File: src/rtl/jk_pattern_sequencer.sv
// jk_pattern_sequencer: sweeps all 64 {J,K,sel} combinations into a JK flip-flop under test.
// Define JKSEQ_LFSR_EN to apply vectors in 6-bit LFSR order instead of binary order.
module jk_pattern_sequencer #(
    parameter int HOLD_CYCLES = 2
) (
    input  logic       clk,
    input  logic       rst,
    input  logic       start,
    input  logic       abort,
    input  logic       ack,
    output logic [1:0] J,
    output logic [1:0] K,
    output logic [1:0] sel,
    output logic       vec_valid,
    output logic [5:0] vec_idx,
    output logic       busy,
    output logic       done
);

    typedef enum logic [1:0] {
        IDLE,
        APPLY,
        WAIT_ACK,
        DONE
    } state_t;

    localparam logic [3:0] HOLD_LAST = 4'(HOLD_CYCLES - 1);

    state_t     state;
    logic [3:0] hold_cnt;
    logic [5:0] vec_next;

`ifdef JKSEQ_LFSR_EN
    localparam logic [5:0] FIRST_VEC = 6'd1;

    // Next vector: Fibonacci LFSR (taps 6,5); the final step applies the all-zero vector.
    always_comb begin
        vec_next = {J[0], K, sel, J[1] ^ J[0]};
        if (vec_idx == 6'd62) begin
            vec_next = 6'd0;
        end
    end
`else
    localparam logic [5:0] FIRST_VEC = 6'd0;

    // Next vector: binary order, the vector is simply the step number.
    always_comb begin
        vec_next = vec_idx + 6'd1;
    end
`endif

    // Sweep FSM with all outputs registered; abort behaves like a synchronous reset.
    always_ff @(posedge clk or posedge rst) begin
        if (rst) begin
            state     <= IDLE;
            hold_cnt  <= 4'd0;
            vec_idx   <= 6'd0;
            J         <= 2'b00;
            K         <= 2'b00;
            sel       <= 2'b00;
            vec_valid <= 1'b0;
            busy      <= 1'b0;
            done      <= 1'b0;
        end else if (abort) begin
            state     <= IDLE;
            hold_cnt  <= 4'd0;
            vec_idx   <= 6'd0;
            J         <= 2'b00;
            K         <= 2'b00;
            sel       <= 2'b00;
            vec_valid <= 1'b0;
            busy      <= 1'b0;
            done      <= 1'b0;
        end else begin
            case (state)
                IDLE: begin
                    done <= 1'b0;
                    if (start) begin
                        state       <= APPLY;
                        hold_cnt    <= 4'd0;
                        vec_idx     <= 6'd0;
                        {J, K, sel} <= FIRST_VEC;
                        busy        <= 1'b1;
                    end
                end
                APPLY: begin
                    if (hold_cnt == HOLD_LAST) begin
                        state     <= WAIT_ACK;
                        hold_cnt  <= 4'd0;
                        vec_valid <= 1'b1;
                    end else begin
                        hold_cnt <= hold_cnt + 4'd1;
                    end
                end
                WAIT_ACK: begin
                    if (ack) begin
                        vec_valid <= 1'b0;
                        if (vec_idx == 6'd63) begin
                            state <= DONE;
                            busy  <= 1'b0;
                        end else begin
                            state       <= APPLY;
                            hold_cnt    <= 4'd0;
                            vec_idx     <= vec_idx + 6'd1;
                            {J, K, sel} <= vec_next;
                        end
                    end
                end
                DONE: begin
                    done  <= 1'b1;
                    state <= IDLE;
                end
                default: begin
                    state <= IDLE;
                end
            endcase
        end
    end

endmodule

File: config.mk
export PLATFORM = sky130hd
export DESIGN_NAME = jk_pattern_sequencer
export DESIGN_NICKNAME = d
export VERILOG_FILES = /design/src/rtl/jk_pattern_sequencer.sv
export SDC_FILE = /design/constraint.sdc
export NUM_CORES = 1
export LEC_CHECK = 0
export CORE_MARGIN = 4
export CORE_UTILIZATION = 54
export CTS_CLUSTER_SIZE = 40
export DETAILED_ROUTE_END_ITERATION = 6
export PLACE_DENSITY_LB_ADDON = 0.1
export SLEW_MARGIN = 20
export SYNTH_ARGS = -nofsm -noshare
export SYNTH_HDL_FRONTEND = slang
export SYNTH_SLANG_ARGS = --single-unit
File: constraint.sdc
create_clock -name clk -period 5.5 [get_ports clk]
set_clock_uncertainty 0.15 [all_clocks]
set_input_delay 0.825 -clock clk [delete_from_list [all_inputs] [get_ports clk]]
set_output_delay 0.825 -clock clk [all_outputs]
set_load 0.01 [all_outputs]
==> key figures <==
Placement
  – Final HPWL from detailed placement: 1.55 mm
  – RePlAce Congestion: 0.841
  – Port Buffers: 19

Synth
  – Mapped Cells: 102
  – Synth top area share: 38.1%
  – Warnings from Yosys: 0
  – Most common cell in the netlist: dfrtp_1
  – Largest cells by area after synthesis: dfrtp_1 38%, ha_1 8.9%, buf_4 4.6%
  – Unique masters post-synth: 34
  – Sequential cell area fraction in the yosys report: between 30% and 40%
  – Mapped Nets: 114
  – Cell taking the most area after synthesis: dfrtp_1
  – Synth Flop Type: dfrtp_1
  – Synth cell count leaders: 15 x dfrtp_1, 9 x inv_1, 7 x a21oi_1, 7 x ha_1
  – Average cell area after synthesis: roughly 9.7 um^2
  – Asr flop ratio synth: 100%
  – #FFs+latches synth: 15
  – Number of synthesized flops with an enable pin: 0
  – Synthesized area: 985 um^2

STA
  – Slew Limit Fails: 0
  – Slew HR: 61.2%
  – Tightest Pin Transition: 581 ps
  – Finish-stage setup viols: 0
  – Min Tclk post-route: 2440 ps
  – TNS Setup: 0 ps
  – RSZ-0062 raised after global routing: no
  – Max Fclk: slightly above 0.4 GHz
  – Final hold violation count: 0
  – Final period util: 44.4%

Power
  – Reg power frac: a little under two fifths
  – Sw Pwr: between 0.0001 and 0.00015 W
  – Max VDD drop: 213 uV
  – Clock power share: 17.6%
  – Internal Pwr Total: 0.000223 W
  – Pwr dens: 310 nW/um^2
  – Comb pwr share: 44.7%
  – LEAKAGE: 0.484 nW
  – Power, Total: 0.000365 W
  – Switching portion of total power: 38.8%

Critical path
  – Slowest CP cell: clkdlybuf4s50_1
  – Ordered cell list for the critical path: clkdlybuf4s50_1 -> nor2b_4 -> or3_4 -> or4_1 -> a21oi_1
  – Family with the most delay on the worst path: simple AND/OR/NAND/NOR gates
  – Crit path max fanout: 5
  – CP Capture Type: flip-flop
  – Critical Path RT: 5560 ps
  – Critical Path AT: around 2500 ps
  – CP Launch Type: input pin
  – Worst Path Buf+Inv: 1
  – Kind of critical path: input pin to flip-flop
  – RR Startpoint: state[0]
  – Max stage delay on crit path: 560 ps
  – Crit. Startpoint: start

Floorplanning
  – Boundary Pins: 20
  – Height of the chip: 50.7 um
  – Row count: 15
  – Initial Utilization: 57.0%
  – Core footprint: 1730 um^2
  – Die W: approximately 51 um
  – Die Footprint: 2570 um^2

Global routing
  – First-pass GRT wire length: 3.71 mm
  – GRT Residual Overflow: 0
  – Largest net degree at the start of global routing: 16
  – Initial antenna violation count: 0
  – Vias in the first global route: 790
  – Gr usage total: a little under a fifth

Routing
  – Drt pass-1 iters: 4
  – Routed wire length: 2.08 mm
  – Routed WL per cell: 14.6 um
  – DRT antenna net count: 0
  – Vias after detailed routing: 822
  – Drc violations: 0
  – Vias per cell: about 5.7
  – Initial DRC Count: 23

Clocking
  – Root Driver: clkbuf_4
  – TritonCTS clock tree: done
  – # H-tree levels: 1
  – Maximum clock path buffer count: 2
  – Post-CTS Hold Buffers: 0
  – Post-cts resize count: 0
  – Sink Count: 15
  – Clock Latency Late Sink: 290 ps
  – Worst-path clk slew: ~90 ps
  – CTS buffer count: 3
  – Post-CTS Setup Inserts: 0

Outcome
  – Status: finished clean

Layout
  – Antenna cells: 0
  – Final net count: 131
  – Layout cells sized above 1: between 6 and 7%
  – P&R area growth vs syn: 19.4%

Hold path
  – Worst hold path type: flip-flop to flip-flop
  – HP Start: done

Flow run
  – Max_cap viols: 0
==> per-layer routing <==
layer,GRT usage (%),share of wire (%),vias to the layer above
li1,-,-,408
met1,27.3,49,387
met2,27.6,45,25
met3,3.86,5.1,2
met4,8.52,1.0,0
met5,0,0,-
==> placed cells by master, fill, tap and decap left out, types with 4 or more instances in the layout <==
cell type        count
nor2_1               4
a21oi_1              7
inv_1                9
dfrtp_1             15
clkdlybuf4s50_1     19
o21ai_0              5
nand2_1              6
ha_1                 7
nand3_1              5
==> registers in the layout, indices dropped and copies added, names as in the netlist <==
name       cells
state          2
K              1
vec_idx        2
busy           1
hold_cnt       4
sel            1
vec_valid      1
J              2
done           1
==> kinds of logic (layout without fill, tap and decap cells) <==
group,count (synthesis),in the layout,share of synthesized area [%]
AND/OR/NAND/NOR,31,31,18.9
AO/OA/AOI/OAI,30,30,22.0
buffers and inverters,16,32,9.15
flip-flops,15,15,38.1
adder cells (fa/ha/maj),7,7,8.89
XOR/XNOR,2,2,1.78
multiplexers,1,1,1.14
==> power by group through the flow <==
stage	combinational (W)	sequential [W]	clock (W)
after global routing	0.000186	0.000141	0.0000724
after global placement	0.000161	0.000139	0
after floorplan	0.000119	0.000140	0
after CTS	0.000164	0.000137	0.0000655
final	0.000163	0.000138	0.0000643
after detailed placement	0.000162	0.000140	0
==> stage by stage <==
step	instance area (um^2)	hold slack, ps	setup WS [ps]	util, %	cells
final	1180	389	3060	68.1	143
after global routing	1180	450	2990	68.1	143
after CTS	1180	390	3050	68.1	143
after detailed placement	1150	363	2750	66.6	139
after global placement	1150	357	2800	66.6	139
after floorplan	985	368	3440	-	102
==> cell type report <==
type	instances	area, um^2
clock buffer	4	26.3
fill	156	551
inverter	9	33.8
multi-input combinational	71	519
sequential	15	375
tap	25	31.3
timing repair buffer	19	190
==> tightest hold or removal path: cells and delay by family (launching register included) <==
family / cells / cell delay [ps]
DFF: 1 / 360
AOI/OAI and AO/OA: 1 / 70
and+or+nand+nor: 1 / 80
==> path summary, 6_finish.rpt <==
check	to	cells after the start	slack, ps
max	hold_cnt[0]	5	3060
min	done	2	390
min in group asynchronous	hold_cnt[1]	2	740
max in group asynchronous	K[0]	2	4080
max reg2reg	hold_cnt[0]	6	3290
min reg2reg	done	2	390
Power figures use the tool's default switching activity.
